[src/rtl/add_shift_mult_ctrl.sv]
`timescale 1ns/1ps
// Shift-and-add sequencer for unsigned WIDTH x WIDTH -> 2*WIDTH multiplication,
// driving the shared external ripple adder for one pass per clock.
module add_shift_mult_ctrl #(
   parameter int WIDTH = 32,
   parameter int CNT_W = 6
) (
   input  logic                 clk,
   input  logic                 rst_n,
   input  logic                 start,
   input  logic [WIDTH-1:0]     a,
   input  logic [WIDTH-1:0]     b,
   output logic                 busy,
   output logic                 done,
   output logic [2*WIDTH-1:0]   product,
   output logic [WIDTH-1:0]     add_a,
   output logic [WIDTH-1:0]     add_b,
   output logic                 add_cin,
   input  logic [WIDTH-1:0]     add_sum,
   input  logic                 add_cout
);

   typedef enum logic [1:0] {IDLE, RUN, DONE} state_t;

   state_t            state;
   state_t            next_state;
   logic [WIDTH-1:0]  mcand;
   logic [WIDTH-1:0]  acc_hi;
   logic [WIDTH-1:0]  acc_lo;
   logic [CNT_W-1:0]  cnt;
   logic              last_iter;

   assign last_iter = (cnt == CNT_W'(WIDTH - 1));

   always_ff @(posedge clk or negedge rst_n) begin
      if (!rst_n) state <= IDLE;
      else        state <= next_state;
   end

   always_comb begin
      next_state = state;
      case (state)
         IDLE:    if (start) next_state = RUN;
         RUN:     if (last_iter) next_state = DONE;
         DONE:    next_state = IDLE;
         default: next_state = IDLE;
      endcase
   end

   // Each RUN cycle shifts the adder result right by one across {acc_hi, acc_lo};
   // the carry lands in the top bit, so the 2*WIDTH result never overflows.
   always_ff @(posedge clk or negedge rst_n) begin
      if (!rst_n) begin
         mcand   <= '0;
         acc_hi  <= '0;
         acc_lo  <= '0;
         cnt     <= '0;
         product <= '0;
      end else begin
         case (state)
            IDLE: begin
               if (start) begin
                  mcand  <= a;
                  acc_hi <= '0;
                  acc_lo <= b;
                  cnt    <= '0;
               end
            end
            RUN: begin
               acc_hi <= {add_cout, add_sum[WIDTH-1:1]};
               acc_lo <= {add_sum[0], acc_lo[WIDTH-1:1]};
               cnt    <= cnt + CNT_W'(1);
            end
            DONE:    product <= {acc_hi, acc_lo};
            default: ;
         endcase
      end
   end

   always_comb begin
      busy    = (state != IDLE);
      done    = (state == DONE);
      add_a   = acc_hi;
      add_b   = acc_lo[0] ? mcand : '0;
      add_cin = 1'b0;
   end

endmodule

[config.mk]
export PLATFORM = sky130hd
export DESIGN_NAME = add_shift_mult_ctrl
export DESIGN_NICKNAME = d
export VERILOG_FILES = /design/src/rtl/add_shift_mult_ctrl.sv
export SDC_FILE = /design/constraint.sdc
export NUM_CORES = 1
export LEC_CHECK = 0
export CELL_PAD_IN_SITES_DETAIL_PLACEMENT = 1
export CELL_PAD_IN_SITES_GLOBAL_PLACEMENT = 1
export CORE_MARGIN = 8
export CORE_UTILIZATION = 36
export CTS_BUF_LIST = sky130_fd_sc_hd__clkbuf_16
export DETAILED_ROUTE_END_ITERATION = 10
export PLACE_DENSITY = 0.91
export SLEW_MARGIN = 25
export SYNTH_ARGS = -nofsm -noshare
export SYNTH_HDL_FRONTEND = slang
export SYNTH_SLANG_ARGS = --single-unit
[constraint.sdc]
create_clock -name clk -period 3.9 [get_ports clk]
set_input_delay 0.78 -clock clk [delete_from_list [all_inputs] [get_ports clk]]
set_output_delay 0.78 -clock clk [all_outputs]
set_load 0.05 [all_outputs]
==> impl_metrics.py, run 1 <==
metrics = {
    "place": {
        "finalWeightedCongestion": 0.751,
        "numPortBuffers": 229,
        "dp_hpwl_mm": 15.4,
        "dp_cells": 1182,
        "dpl_cell_area_sq_um": 9250,
    },
    "yosys": {
        "synth_seq_cells": 168,
        "ys_seq_area_share_pct": 61.8,
        "synth_nets": 862,
        "synthCells": 761,
        "yosysWarnings": 0,
        "synth_cell_types": 29,
        "syn_area_sq_um": 6800,
        "synth_area_per_cell_sq_um": 8.94,
    },
    "timing": {
        "skew_ns": 0.0125,
        "finalCriticalPeriod_ns": 3.20,
        "fin_crit_sh_pct": 82.1,
        "max_slew_margin_pct": 33.9,
        "setup_viol": 0,
        "hold_violations": 0,
        "drv_slew": 0,
        "setup_tns_ns": 0,
        "max_freq_mhz": 312,
        "rsz0062_at_grt": "no",
        "tightestPinTransition_ns": 0.991,
    },
    "flow_run": {
        "cap_violations": 0,
    },
    "detailed_routing": {
        "viasPerCell": 4.94,
        "drtPass1Iterations": 4,
        "totalWireLength_mm": 22.5,
        "ant_nets": 0,
        "vias": 6002,
        "drc": 0,
        "wl_per_cell_um": 18.5,
        "drt-initial-drc-count": 240,
        "top_layer": "met4",
        "wl_met1_mm": 9.58,
        "wl_met3_mm": 1.08,
        "wl_met2_mm": 11.4,
    },
    "power_and_ir_drop": {
        "peakVddDrop_mv": 0.457,
        "power-per-cell-area_nw_per_um2": 849,
        "pwr-share-clk_pct": 19.3,
        "internal_power_mw": 4.52,
        "switching_power_mw": 3.81,
        "total_power_mw": 8.32,
        "p_seq_share_pct": 34.2,
        "switching_share_pct": 45.7,
        "p_comb_share_pct": 46.6,
        "leakage_nw": 4.68,
    },
    "worst_setup_path": {
        "cp_num_buf_inv": 1,
        "cpPeakStageDelay_ns": 0.92,
        "crit_required_ns": 3.12,
        "cp_slowest_cell": "dfrtp_1",
        "crit_path_end_kind": "output port",
        "critical_path.cell_chain": "and2_1, clkdlybuf4s50_1",
        "crit_fanout": 34,
        "path_depth": 2,
        "cp.arrival_ns": 2.42,
        "cp-start-kind": "register",
        "worstSetupPathType": "reg -> out",
        "crit_family": "flip-flops",
        "rr_worst_depth": 4,
    },
    "global_routing": {
        "antenna_found_initial": 1,
        "grt_max_degree": 76,
        "gr-usage-all-layers_pct": 19.4,
        "grt_pass1_vias": 6535,
        "grt_pass1_wl_mm": 36.6,
        "gr-total-overflow": 0,
    },
    "outcome": {
        "status": "completed",
    },
    "floorplan": {
        "floorplan.rows": 50,
        "die_h_um": 153,
        "die-area_sq_um": 23600,
        "start_util_pct": 36.5,
        "coreArea_sq_um": 18600,
        "die_x_um": 153,
        "num_io_pins": 231,
    },
    "clock_tree": {
        "cts-root-buf": "clkbuf_16",
        "hold_buffers": 0,
        "cts_resized": 0,
        "cts_buffers": 17,
        "cts_max_path_buffers": 2,
        "cts.reportedPaths.clkPinSlew_ns": 0.07,
        "clk_latency_ns": 0.41,
        "cts_htree_levels": 4,
        "cts_setup_buffers": 0,
        "numClockSinks": 168,
        "cts_tree": "yes",
    },
    "min_path": {
        "worstHoldPathType": "in -> async",
    },
    "finish": {
        "instances_no_fill": 1215,
        "drive_above_1_share_pct": 4.69,
        "fin_area_sq_um": 9800,
        "num-nets-final": 1068,
        "area_growth_pct": 44.0,
        "fillers": 2154,
    },
}
-- through the flow --
step                      setup WS (ns)  hold WS [ns]  util, %
after floorplan                    1.89         0.438        -
after global placement            0.994         0.449     49.6
after detailed placement          0.961         0.459     49.6
after CTS                         0.642         0.387     52.6
after global routing              0.540         0.409     52.6
final                             0.697         0.370     52.6
-- area by class of cell --
cell class                 count  area (sq um)  share of cell area, %
sequential                   168          4200                   42.9
timing repair buffer         238          2370                   24.2
multi-input combinational    541          2370                   24.2
clock buffer                  17           425                   4.34
tap                          234           293                   2.99
clock inverter                15           126                   1.29
inverter                       1          3.75                 0.0383
antenna                        1          2.50                 0.0255
-- per-layer routing --
layer | vias up | global-route usage, %
li1 | 2830 | -
met1 | 2986 | 23.9
met2 | 157 | 33.3
met3 | 29 | 3.92
met4 | 0 | 6.53
met5 | - | 0
-- path summary, 6_finish.rpt --
path	from	to	slack [ns]
worst max-delay path	acc_lo[0]	add_b[9]	0.70
worst min-delay path	rst_n	product[60]	0.37
worst max register to register	state[1]	acc_lo[30]	1.68
worst min register to register	mcand[26]	mcand[26]	0.47
max in group asynchronous	rst_n	product[45]	2.56
min in group clk	mcand[26]	mcand[26]	0.47
-- Yosys cell counts --
cell	instances	area, sq um
conb_1	1	3.75
buf_4	1	7.51
nand3_1	35	175
nor2b_1	1	6.26
nor2_1	33	124
or3b_1	1	8.76
o311ai_1	1	8.76
nand3b_1	1	7.51
o31ai_1	1	7.51
buf_2	26	130
ha_1	1	12.5
nor3_1	32	160
clkbuf_1	13	48.8
inv_1	1	3.75
buf_1	8	30.0
o211ai_1	1	7.51
buf_6	3	33.8
nand2b_1	2	12.5
o22ai_1	32	200
or2_2	1	6.26
nand2_1	357	1340
o21ai_0	2	10.0
and2_1	33	206
nor3b_1	2	15.0
xor2_1	1	8.76
dfrtp_1	168	4200
nand4_1	1	6.26
mux2i_1	1	10.0
o41ai_1	1	8.76
-- kinds of logic after synthesis --
kind of cell	synth area share (%)
other cells	0.0551
simple gates	30.4
xor+xnor	0.129
buf+inv	3.73
compound gates	3.57
fa+ha+maj	0.184
mux	0.147
flops	61.8
-- flip-flops by register name, indices dropped and copies added (netlist names) --
| register | flops |
|---|---|
| acc_lo | 32 |
| add_a | 32 |
| cnt | 6 |
| mcand | 32 |
| product | 64 |
| state | 2 |
-- power groups by stage --
stage / sequential, mW / combinational, mW / clock, mW
final: 2.85 / 3.87 / 1.60
after global routing: 2.94 / 4.15 / 1.71
after CTS: 2.85 / 3.93 / 1.64
after detailed placement: 2.87 / 3.91 / 0
after global placement: 2.84 / 3.80 / 0
after floorplan: 3.58 / 1.77 / 0
-- cells in the final DEF, fill, tap and decap left out, types with 2 or more instances in the layout --
cell type,count
and2_1,33
buf_4,8
clkbuf_16,17
clkdlybuf4s50_1,228
clkinv_1,3
clkinv_2,2
clkinv_4,3
clkinvlp_4,3
dfrtp_1,168
inv_6,3
nand2_1,357
nand3_1,35
nor2_1,33
nor3_1,32
o21ai_0,2
o22ai_1,32
Note: power is estimated with default switching activity, not from simulation.
==> run 2, diff against run 1 <==
--- a/config.mk
+++ b/config.mk
@@ -8,10 +8,10 @@
 export CELL_PAD_IN_SITES_DETAIL_PLACEMENT = 1
 export CELL_PAD_IN_SITES_GLOBAL_PLACEMENT = 1
 export CORE_MARGIN = 8
-export CORE_UTILIZATION = 36
+export CORE_UTILIZATION = 33
 export CTS_BUF_LIST = sky130_fd_sc_hd__clkbuf_16
 export DETAILED_ROUTE_END_ITERATION = 10
-export PLACE_DENSITY = 0.91
+export PLACE_DENSITY = 0.85
 export SLEW_MARGIN = 25
 export SYNTH_ARGS = -nofsm -noshare
 export SYNTH_HDL_FRONTEND = slang
==> constraint.sdc (replaced) <==
create_clock -name clk -period 3 [get_ports clk]
set_input_delay 0.6 -clock clk [delete_from_list [all_inputs] [get_ports clk]]
set_output_delay 0.6 -clock clk [all_outputs]
set_load 0.05 [all_outputs]
==> impl_metrics.py, run 2 (same netlist as run 1, synthesis figures left out) <==
metrics = {
    "outcome": {
        "status": "completed",
    },
    "detailed_routing": {
        "drc": 0,
        "drtPass1Iterations": 4,
        "ant_nets": 0,
        "vias": 6062,
        "drt-initial-drc-count": 304,
        "viasPerCell": 4.83,
        "totalWireLength_mm": 23.2,
        "wl_per_cell_um": 18.5,
    },
    "min_path": {
        "worstHoldPathType": "in -> async",
    },
    "global_routing": {
        "antenna_found_initial": 2,
        "grt_max_degree": 79,
        "gr-total-overflow": 0,
        "grt_pass1_vias": 6810,
        "grt_pass1_wl_mm": 38.2,
        "gr-usage-all-layers_pct": 18.8,
    },
    "floorplan": {
        "start_util_pct": 33.6,
        "coreArea_sq_um": 20200,
        "floorplan.rows": 52,
        "num_io_pins": 231,
        "die_x_um": 160,
        "die_h_um": 160,
        "die-area_sq_um": 25500,
    },
    "clock_tree": {
        "cts_max_path_buffers": 2,
        "cts_htree_levels": 4,
        "cts.reportedPaths.clkPinSlew_ns": 0.07,
        "cts_resized": 0,
        "hold_buffers": 0,
        "cts_setup_buffers": 0,
        "clk_latency_ns": 0.42,
        "cts_tree": "yes",
        "numClockSinks": 168,
        "cts_buffers": 17,
        "cts-root-buf": "clkbuf_16",
    },
    "worst_setup_path": {
        "crit_required_ns": 2.40,
        "crit_path_end_kind": "output port",
        "cp.arrival_ns": 2.17,
        "timing.rr.end": "acc_lo[4]",
        "reg2reg_slack_ns": 1.08,
        "cp_slowest_cell": "clkdlybuf4s50_1",
        "r2r_start": "state[1]",
        "rr_worst_depth": 4,
        "crit_fanout": 23,
        "critical_path.cell_chain": "buf_12, and2_1, clkdlybuf4s50_1",
        "cp-start-kind": "register",
        "cpPeakStageDelay_ns": 0.82,
        "worstSetupPathType": "reg -> out",
    },
    "timing": {
        "hold_violations": 0,
        "setup_viol": 0,
        "worst_hold_slack_ns": 0.184,
        "drv_slew": 0,
        "skew_ns": 0.00786,
        "max_freq_mhz": 361,
        "tightestPinTransition_ns": 0.794,
        "setup_tns_ns": 0,
        "max_slew_margin_pct": 47.1,
        "rsz0062_at_grt": "no",
        "finalCriticalPeriod_ns": 2.77,
        "fin_crit_sh_pct": 92.3,
        "worst_slack_ns": 0.232,
    },
    "place": {
        "dp_cells": 1221,
        "dp_hpwl_mm": 16.0,
        "finalWeightedCongestion": 0.704,
        "numPortBuffers": 229,
        "dpl_cell_area_sq_um": 9370,
        "place_ws_ns": 0.639,
    },
    "finish": {
        "final_core_util_pct": 49.1,
        "fillers": 2292,
        "fin_area_sq_um": 9940,
        "num-nets-final": 1071,
        "instances_no_fill": 1254,
        "layout_commonest_cell": "nand2_1",
        "seq_area_sq_um": 4200,
        "final_cell_mix": "nand2_1, clkdlybuf4s50_1, dfrtp_1",
        "area_growth_pct": 46.1,
        "drive_above_1_share_pct": 5.29,
        "largest_register_ffs": 64,
        "largest-register": "product",
        "multiInputGateArea_sq_um": 2370,
    },
    "power_and_ir_drop": {
        "switching_share_pct": 45.7,
        "p_comb_share_pct": 47.1,
        "leakage_nw": 4.73,
        "switching_power_mw": 5.03,
        "peakVddDrop_mv": 0.579,
        "internal_power_mw": 5.97,
        "power-per-cell-area_nw_per_um2": 1110,
        "total_power_mw": 11.0,
        "p_seq_share_pct": 33.4,
        "pwr-share-clk_pct": 19.5,
    },
    "flow_run": {
        "cap_violations": 0,
    },
}
run 2: cell types whose count changed in the layout (fill, tap and decap cells not counted), moves of 2 or more:
cell	previous run	this run
inv_8	0	2
clkinv_4	3	5
clkinv_1	3	1
clkinvlp_4	3	1
buf_12	1	6
run 2: area by class of cell:
cell class / count / share of cell area, %
clock buffers: 17 / 4.28
diodes: 1 / 0.0252
repair buffers: 241 / 24.7
flip-flops and latches: 168 / 42.3
multi-input cells: 541 / 23.8
clock inverters: 15 / 1.45
inverters: 1 / 0.0378
well taps: 270 / 3.40
run 2: worst max-delay path by stage:
stage | startpoint | to | slack [ns] | cells after the start
3_3_place_gp | start | acc_lo[0] | 0.67 | 5
6_report | acc_lo[0] | add_b[14] | 0.23 | 3
2_1_floorplan | state[0] | done | 1.17 | 3
4_1_cts | acc_lo[0] | add_b[30] | 0.17 | 3
5_1_grt | acc_lo[0] | add_b[3] | 0.09 | 3
3_5_place_dp | acc_lo[0] | add_b[14] | 0.64 | 3
run 2: per-layer routing:
| layer | wire length [um] | global-route usage, % | vias to the layer above |
|---|---|---|---|
| li1 | - | - | 2831 |
| met1 | 9680 | 21.9 | 3048 |
| met2 | 12000 | 32.7 | 152 |
| met3 | 1070 | 5.07 | 29 |
| met4 | 425 | 6.22 | 2 |
| met5 | 13 | 0 | - |
run 2: critical path: cells and delay by family (launching register included):
family | cells | cell delay [ns]
buffers and inverters | 2 | 1.02
flip-flops | 1 | 0.59
AND/OR/NAND/NOR | 1 | 0.14
run 2: power by group through the flow:
stage | Sequential (mW) | Clock (mW) | Combinational [mW]
after CTS | 3.68 | 2.21 | 5.27
after floorplan | 4.65 | 0 | 2.30
final | 3.67 | 2.15 | 5.18
after global routing | 3.79 | 2.30 | 5.56
after global placement | 3.67 | 0 | 5.07
after detailed placement | 3.71 | 0 | 5.24
==> run 3, diff against run 2 <==
--- a/config.mk
+++ b/config.mk
@@ -16,3 +16,4 @@
 export SYNTH_ARGS = -nofsm -noshare
 export SYNTH_HDL_FRONTEND = slang
 export SYNTH_SLANG_ARGS = --single-unit
+export TNS_END_PERCENT = 10
==> results of run 3 <==
Final layout, timing and power as in run 2 (identical DEF).
